File: src/rtl/acc_pkg.sv
// Shared types and constants for the accumulator datapath and its trigger generator.
// ACC_DEPTH is the common default record-length exponent for acc_mem_accumulator and acc_trig_gen.
package acc_pkg;

  localparam int ACC_DEPTH = 10;

  typedef enum logic [1:0] {
    IDLE      = 2'd0,
    RUN       = 2'd1,
    WAIT_EXT  = 2'd2,
    WAIT_DUMP = 2'd3
  } acc_trig_state_t;

  // Shortest legal pulse spacing: one full record plus a few cycles of accumulator turnaround.
  function automatic int min_pri(input int depth);
    return (1 << depth) + 4;
  endfunction

endpackage

File: src/rtl/acc_pri_timer.sv
// Period timer for acc_trig_gen: zeroed on clr, counts while run is high, saturates at full scale.
// last marks the final cycle of a lim-long window; elapsed means a trig next cycle is at least lim after the previous one.
module acc_pri_timer #(
  parameter int PRI_W = 32
) (
  input  logic             clk,
  input  logic             rst,
  input  logic             clr,
  input  logic             run,
  input  logic [PRI_W-1:0] lim,
  output logic             last,
  output logic             elapsed
);

  logic [PRI_W-1:0] cnt;
  logic [PRI_W-1:0] lim_m1;

  assign lim_m1 = lim - PRI_W'(1);

  always_ff @(posedge clk or posedge rst) begin
    if (rst) begin
      cnt <= '0;
    end else if (clr) begin
      cnt <= '0;
    end else if (run && (cnt != '1)) begin
      cnt <= cnt + PRI_W'(1);
    end
  end

  assign last    = (cnt == lim_m1);
  assign elapsed = (cnt >= lim_m1);

endmodule

File: src/rtl/acc_trig_gen.sv
// Integration trigger generator feeding acc_mem_accumulator: num_int pulses pri apart, timer or ext_trig paced.
// trig follows a sampled start by one cycle and an ext_trig rise by two; a new integration waits for dump_done.
module acc_trig_gen
  import acc_pkg::*;
#(
  parameter int DEPTH  = ACC_DEPTH,
  parameter int PRI_W  = 32,
  parameter int NINT_W = 16
) (
  input  logic              clk,
  input  logic              rst,
  input  logic              enable,
  input  logic              ext_mode,
  input  logic              ext_trig,
  input  logic [PRI_W-1:0]  pri,
  input  logic [NINT_W-1:0] num_int,
  input  logic              dump_done,
  output logic              trig,
  output logic              trig_int,
  output logic              int_done,
  output logic [NINT_W-1:0] pulse_cnt,
  output logic              busy,
  output logic              overrun
);

  localparam logic [PRI_W-1:0] MIN_PRI = PRI_W'(min_pri(DEPTH));

  acc_trig_state_t state, state_n;

  logic [PRI_W-1:0]  pri_l;
  logic [NINT_W-1:0] nint_l;
  logic              mode_l;
  logic              ext_s, ext_q;

  logic              start, fire, fire_first, ovr_set;
  logic              rise, last_pulse;
  logic              tmr_last, tmr_elapsed;
  logic [PRI_W-1:0]  tmr_lim;

  assign rise       = ext_s & ~ext_q;
  assign last_pulse = (pulse_cnt == nint_l);
  // External pacing only guarantees MIN_PRI spacing, so its windows are MIN_PRI long.
  assign tmr_lim    = mode_l ? MIN_PRI : pri_l;

  acc_pri_timer #(
    .PRI_W (PRI_W)
  ) u_timer (
    .clk     (clk),
    .rst     (rst),
    .clr     (fire),
    .run     (state == RUN),
    .lim     (tmr_lim),
    .last    (tmr_last),
    .elapsed (tmr_elapsed)
  );

  always_comb begin
    state_n    = state;
    start      = 1'b0;
    fire       = 1'b0;
    fire_first = 1'b0;
    ovr_set    = 1'b0;
    case (state)
      IDLE: begin
        start = enable;
      end
      WAIT_EXT: begin
        if (rise) begin
          fire       = 1'b1;
          fire_first = 1'b1;
          state_n    = RUN;
        end
      end
      RUN: begin
        if (last_pulse) begin
          if (tmr_last) begin
            state_n = WAIT_DUMP;
          end else if (mode_l && rise && !tmr_elapsed) begin
            ovr_set = 1'b1;
          end
        end else if (!mode_l) begin
          fire = tmr_last;
        end else if (rise) begin
          if (tmr_elapsed) begin
            fire = 1'b1;
          end else begin
            ovr_set = 1'b1;
          end
        end
      end
      WAIT_DUMP: begin
        if (dump_done) begin
          if (enable) begin
            start = 1'b1;
          end else begin
            state_n = IDLE;
          end
        end
      end
      default: begin
        state_n = IDLE;
      end
    endcase

    // Internal mode fires the first pulse straight off the start edge; external waits for a rise.
    if (start) begin
      if (ext_mode) begin
        state_n = WAIT_EXT;
      end else begin
        state_n    = RUN;
        fire       = 1'b1;
        fire_first = 1'b1;
      end
    end
  end

  always_ff @(posedge clk or posedge rst) begin
    if (rst) begin
      state     <= IDLE;
      pri_l     <= '0;
      nint_l    <= '0;
      mode_l    <= 1'b0;
      pulse_cnt <= '0;
      trig      <= 1'b0;
      trig_int  <= 1'b0;
      overrun   <= 1'b0;
      ext_s     <= 1'b0;
      ext_q     <= 1'b0;
    end else begin
      state    <= state_n;
      ext_s    <= ext_trig;
      ext_q    <= ext_s;
      trig     <= fire;
      trig_int <= fire_first;

      if (start) begin
        pri_l  <= (pri < MIN_PRI) ? MIN_PRI : pri;
        nint_l <= (num_int == '0) ? NINT_W'(1) : num_int;
        mode_l <= ext_mode;
      end

      if (start) begin
        overrun <= 1'b0;
      end else if (ovr_set) begin
        overrun <= 1'b1;
      end

      if (fire_first) begin
        pulse_cnt <= NINT_W'(1);
      end else if (start) begin
        pulse_cnt <= '0;
      end else if (fire) begin
        pulse_cnt <= pulse_cnt + NINT_W'(1);
      end
    end
  end

  assign int_done = (state == RUN) && last_pulse && tmr_last;
  assign busy     = (state != IDLE);

endmodule

File: config.mk
export PLATFORM = sky130hd
export DESIGN_NAME = acc_trig_gen
export DESIGN_NICKNAME = d
export VERILOG_FILES = /design/src/rtl/acc_pkg.sv /design/src/rtl/acc_pri_timer.sv /design/src/rtl/acc_trig_gen.sv
export SDC_FILE = /design/constraint.sdc
export NUM_CORES = 1
export LEC_CHECK = 0
export BUFFER_PORTS_ARGS = -buffer_cell sky130_fd_sc_hd__buf_4
export CORE_UTILIZATION = 60
export DETAILED_ROUTE_END_ITERATION = 12
export GPL_ROUTABILITY_DRIVEN = 0
export HOLD_SLACK_MARGIN = 0.08
export PLACE_DENSITY_LB_ADDON = 0.1
export SLEW_MARGIN = 20
export SYNTH_ARGS = -nofsm -noshare
export SYNTH_HDL_FRONTEND = slang
export SYNTH_SLANG_ARGS = --single-unit
export TNS_END_PERCENT = 5
File: constraint.sdc
create_clock -name clk -period 7.4 [get_ports clk]
set_input_delay 0 -clock clk [delete_from_list [all_inputs] [get_ports clk]]
set_output_delay 0 -clock clk [all_outputs]
set_load 0.01 [all_outputs]
* Word-level counts from Yosys, hierarchy flattened
Cells that the tools add are included.
** Storage, ports and cells
- Register bits after elaboration :: 104
** Operators by class
- Muxes and demuxes :: 39
- Bitwise logic cells :: 2
- Magnitude comparators :: 2
- Reduce and logical (&&, ||, !) cells :: 14
- Equality and inequality tests :: 11
- $add $sub $neg :: 3
** Operators with widths (count)
- 32-bit two-way mux :: 4
- 16-bit two-way mux :: 4
- 32-bit by 1-bit adder with 32-bit output, second input constant :: 1
- 32-bit == test :: 1
- 32-bit greater-or-equal comparator :: 1
- 32-bit by 11-bit less-than comparator with 1-bit output, second input constant :: 1
- 32-bit inequality test, second input constant :: 1
- 32-bit by 1-bit subtractor with 32-bit output, second input constant :: 1
- 1-bit two-way mux :: 21
- 16-bit by 1-bit adder with 16-bit output, second input constant :: 1
- 16-bit == test :: 1
- 16-bit logical NOT :: 1
- 3-bit inequality test, second input constant :: 5
- 2-bit two-way mux :: 7
- 2-bit one-hot mux with 3 select lines :: 1
- 6-bit AND reduction :: 1
- 2-bit nonzero test :: 3
- 1-bit logical AND :: 5
- 2-bit == test, second input constant :: 2
- 1-bit one-hot mux with 2 select lines :: 2
- 4-bit nonzero test :: 1
- 3-bit nonzero test :: 1
- 2-bit by 1-bit == test with 1-bit output, second input constant :: 1
- 2-bit logical NOT :: 1
- other kinds (3) :: 3

* Longest topological paths before layout
- Word-level depth :: 13
- Mapped depth :: 24
- Gate-level depth less buffers :: 19

* Modules after synthesis
From an unflattened synthesis, not the netlist that was laid out.
** Second synthesis, totals
- Cell total of the unflattened synthesis :: 772
- Area, all modules :: 6831.6 um^2
** By module, submodules not included
- acc_trig_gen :: area each 3803.6 um^2, instances 1, cells an instance 424, seq. area each 1801.7 um^2
- acc_pri_timer :: area each 3027.9 um^2, instances 1, cells an instance 348, seq. area each 800.8 um^2

* Worst setup path before layout
Ideal clock, no wire load.
- Kind :: register to register
- Start point :: reg mode_l
- End point :: reg pulse_cnt[10]
- Required time :: 7334 ps
- Buffers on the path :: 4
- Data arrival time :: 5013 ps
- Cell stages (with the launch flop) :: 22
- Path slack :: 2321 ps
- Clock period less this slack :: 5079 ps
- Library setup time :: 66 ps
- Cell sequence :: dfrtp_1 buf_2 inv_1 clkbuf_1 clkbuf_1 nand2_1 ha_1 nand3_1 nor3_1 o21ai_1 a211oi_1 o21a_1 a31oi_1 ha_1 nand4_1 or4_4 or3_1 o2111a_1 or2_4 buf_6 or4_1 nand2_1
** Between the ends
- Cells in the longest elaborated chain, start to end :: 11
** RTL lines
- start: declaration :: RTL line acc_trig_gen.sv:32 : logic mode_l;
- start signal: assignment :: RTL line acc_trig_gen.sv:139 : mode_l <= ext_mode;
- 32-bit two-way mux :: RTL line acc_trig_gen.sv:43 : assign tmr_lim = mode_l ? MIN_PRI : pri_l;
- 32-bit by 1-bit subtractor with 32-bit output :: RTL line acc_pri_timer.sv:18 : assign lim_m1 = lim - PRI_W'(1);
- 32-bit greater-or-equal comparator :: RTL line acc_pri_timer.sv:31 : assign elapsed = (cnt >= lim_m1);
- 1-bit two-way mux :: RTL line acc_trig_gen.sv:84 : if (tmr_elapsed) begin
- 1-bit two-way mux :: RTL line acc_trig_gen.sv:83 : end else if (rise) begin
- 1-bit two-way mux (*) :: RTL line acc_trig_gen.sv:81 : end else if (!mode_l) begin
- 1-bit two-way mux (*) :: RTL line acc_trig_gen.sv:75 : if (last_pulse) begin
- 1-bit one-hot mux with 2 select lines (*) :: RTL line acc_trig_gen.sv:63 : case (state)
- 1-bit two-way mux :: RTL line acc_trig_gen.sv:107 : if (ext_mode) begin
- 1-bit two-way mux (*) :: RTL line acc_trig_gen.sv:106 : if (start) begin
- 3-bit nonzero test (no line) (*)
- end signal: assignment :: RTL line acc_trig_gen.sv:153 : pulse_cnt <= pulse_cnt + NINT_W'(1);
- end: declaration :: RTL line acc_trig_gen.sv:21 : output logic [NINT_W-1:0] pulse_cnt,
Mark *: on every way between the ends. The rest lies on a longest branch, timed or not.
A chain may end at the register's enable or synchronous reset.

* Worst setup path after layout
- Start point :: reg mode_l
- End point :: reg pulse_cnt[15]
The elaborated chain is that of the path after synthesis.

==> summary.md <==
| Metric | Value |
|---|---|
| Final setup viols | 0 |
| Post-CTS Hold Fix Bufs | 51 |
| DRT iter0 DRCs | roughly 370 |
| Maximum VDD drop | about 0.22 mV |
| Final worst slack | around 1500 ps |
| Clock power share | approximately 15% |
| Largest family of logic cells by synthesized area | simple AND/OR/NAND/NOR gates |
| CTS tree | built |
| Die ar. | approximately 11,000 sq um |
| Sw frac | between 40% and 50% |
| Fin crit period | 5937 ps |
| Synth Flop Type | dfrtp_1 |
| Status | complete, no violations |
| WHS Path Cells | 5 |
| Worst slew pin tran | 871.0 ps |
| Sequential area share after synthesis | between 40% and 50% |
| Root buffer cell | clkbuf_8 |
| Final worst-path cycle share | ~80% |
| Crit-path leading delay family | simple AND/OR/NAND/NOR gates |
| Worst Hold Endpoint | state[0]$_DFFE_PP0P_ |
| Global route total overflow | 0 |
| Psw | about 960 uW |
| Worst Reg-to-Reg Cells | 18 |
| Leakage power | around 3.7 nW |
| Crit end category | register |
| DR vias | about 6k |
| Initial Utilization | roughly three fifths |
| Setup CP Type | register to register |
| Sequential share of power | around two fifths |
| DR vias/cell | approximately 6 |
| ANT nets after route | 0 |
| Design Area, Final | just under 8000 sq um |
| Placeable Area | just over 10,000 sq um |
| Clock tree sinks | about 100 |
| Share of layout cells above drive strength 1 | 12.31% |
| CP max FO | 27 |
| Placed wire-length estimate | between 10 and 15 mm |
| Top cells by area, synth | dfrtp_1, nand2_1, ha_1 |
| RSZ-0062 raised after global routing | no |
| Yosys cell types | 59 |
| Clk buf depth | 2 |
| Worst skew pair latency | approximately 400 ps |
| PostCTS Resize Cnt | 0 |
| Buf/Inv on CP | 1 |
| Die Ht | approximately 110 um |
| First-pass GRT wire length | 28.43 mm |
| Drt first pass iters | 6 |
| Worst Path Required | 7720 ps |
| CP Cell Sequence | inv_1, nand2_1, ha_1, nand3_1, nor3_1, o21ai_1, a211oi_1, o21a_1, a31oi_1, ha_1, nand4_1, or4_4, nand2b_1, and4b_1, o2111a_1, or2_4, or4_1, a21oi_1 |
| Initial antenna violation count | 0 |
| Register bit total from synthesis | approximately 100 |
| RR Startpoint | mode_l$_DFFE_PP0P_ |
| Setup TNS | 0 ps |
| Final hold vios | 0 |
| Port Buffers | 74 |
| PwrDens | roughly 290 nW/um^2 |
| Syn-to-layout area delta | 20.84% |
| Hold Startpoint | enable |
| Syn Std Cell Area | 6399 sq um |
| Synth Area in Simple Gates | between 20% and 30% |
| Int Pwr | 1.250 mW |
| Worst R2R Setup Slack | 1460 ps |
| Compound-Gate Fraction of Synth Area | around 11% |
| Synth Area in XOR/XNOR | under 10% |
| Synth warnings | 0 |
| Most frequent cells in the layout | nand2_1, dfrtp_1, buf_4 |
| # H-tree levels | 3 |
| # Post-CTS Setup Buffers | 0 |
| Rows | 37 |
| Max Clock Skew | approximately 19 ps |
| Gr usage total | between 30% and 40% |
| Adder-Cell Fraction of Synth Area | between 7 and 8% |
| Relative slew margins | a little over two fifths |
| DR WL/cell | approximately 17 um |
| CP Launch Type | register |
| Avg Inst Size Synth | approximately 8.6 sq um |
| Slew Limit Fails | 0 |
| Chip Width | 105.3 um |
| Post-Syn Nets | around 840 |
| Async set or reset register ratio after synthesis | between 90% and 100% |
| Crit-path max cell delay | 930 ps |
| CTS Buf Count | 9 |
| Worst path slowest cell | dfrtp_1 |
| Share of the synthesized area in the top cell type | between 40% and 50% |
| Largest net degree at the start of global routing | 61 |
| Dpl cell area | around 7100 sq um |
| Final nets | 951 |
| Number of synthesized flops with an enable pin | 0 |
| Combinational share of power | between 40% and 50% |
| Cell taking the most area after synthesis | dfrtp_1 |
| Worst reg2reg endpoint | pulse_cnt[15]$_DFFE_PP0P_ |
| Commonest non-fill, non-tap cell in the layout | nand2_1 |
| Max Cap Violations | 0 |
| Worst-path clk slew | around 110 ps |
| Drc violations | 0 |
| Crit path DAT | 6260 ps |
| Vias in the first global route | around 6.0k |
| Hold Crit Class | input port to register |
| Mapped Cells | 745 |
| # IOs | 75 |
| Mux cell area share after synthesis | 0.4889% |
| Post-Place Setup Slack | 1532 ps |
| Crit-path most repeated cell | ha_1 |
| Fmax | ~170 MHz |
| Routed wire length | approximately 17 mm |
[registers in the layout (all words and copies together), names as in the netlist]
name,count
trig,1
pulse_cnt,16
state,2
nint_l,16
mode_l,1
trig_int,1
pri_l,32
ext_s,1
u_timer.cnt,32
overrun,1
ext_q,1
[per-stage QoR]
stage | total power [mW] | hold slack [ps] | cells | util [%]
floorplan | 1.580 | 31.43 | 745 | -
global placement | 1.799 | 109.5 | 931 | 68.29
detailed placement | 1.849 | 112.3 | 931 | 68.29
CTS | 2.203 | 177.7 | 997 | 74.88
global route | 2.383 | 228.6 | 997 | 74.88
finish | 2.213 | 206.0 | 998 | 74.90
[cell usage after synthesis (8+ instances only)]
cell,instances
a21oi_1,30
a22o_1,9
and3_1,13
clkbuf_1,20
dfrtp_1,104
ha_1,40
inv_1,19
nand2_1,160
nand3_1,27
nand4_1,21
nor2_1,65
nor2b_1,11
nor3_1,21
nor4_1,18
o21ai_0,27
or3_1,8
or4_1,8
xnor2_1,21
xor2_1,42
[per-layer routing]
| layer | GRT usage (%) | routed length [um] | vias up |
|---|---|---|---|
| met3 | 7.916 | 1025 | 67 |
| met1 | 39.40 | 6858 | 2861 |
| met2 | 55.17 | 8592 | 244 |
| li1 | - | - | 2832 |
| met4 | 17.20 | 744 | 0 |
| met5 | 0 | 0 | - |
[cell type report]
class / count / area [sq um]
multi-input cells: 593 / 3611
flip-flops and latches: 104 / 2603
fillers: 726 / 2591
repair buffers: 130 / 1104
well taps: 136 / 170.2
clock buffers: 10 / 127.6
inverters: 19 / 73.82
clock inverters: 5 / 41.29
diodes: 1 / 2.502
[worst reg2reg max path, delay by kind of cell, from the launching register on]
family	cells	cell delay, ps
flops	1	930
compound gates	6	1340
buf+inv	1	190
fa+ha+maj	2	560
simple gates	9	2830
[power groups by stage]
stage / Clock [mW] / Sequential, mW / Combinational [mW]
CTS: 0.336 / 0.918 / 0.949
detailed placement: 0 / 0.929 / 0.920
finish: 0.329 / 0.925 / 0.959
floorplan: 0 / 0.848 / 0.732
global placement: 0 / 0.918 / 0.881
global route: 0.356 / 0.945 / 1.08
[worst max-delay path by stage]
| stage | from | to | slack (ps) | depth (start not counted) |
|---|---|---|---|---|
| after floorplan | mode_l$_DFFE_PP0P_ | pulse_cnt[10]$_DFFE_PP0P_ | 2320 | 21 |
| after global placement | mode_l$_DFFE_PP0P_ | pulse_cnt[15]$_DFFE_PP0P_ | 1880 | 18 |
| after detailed placement | mode_l$_DFFE_PP0P_ | pulse_cnt[15]$_DFFE_PP0P_ | 1530 | 18 |
| after CTS | mode_l$_DFFE_PP0P_ | pulse_cnt[15]$_DFFE_PP0P_ | 1490 | 18 |
| after global routing | mode_l$_DFFE_PP0P_ | pulse_cnt[15]$_DFFE_PP0P_ | 1080 | 18 |
| final | mode_l$_DFFE_PP0P_ | pulse_cnt[15]$_DFFE_PP0P_ | 1460 | 18 |
[logic make-up after synthesis]
group           count (synthesis)
compound gates                109
xor+xnor                       63
fa+ha+maj                      40
buf+inv                        48
flops                         104
mux                             3
simple gates                  378
Power figures use the tool's default switching activity.
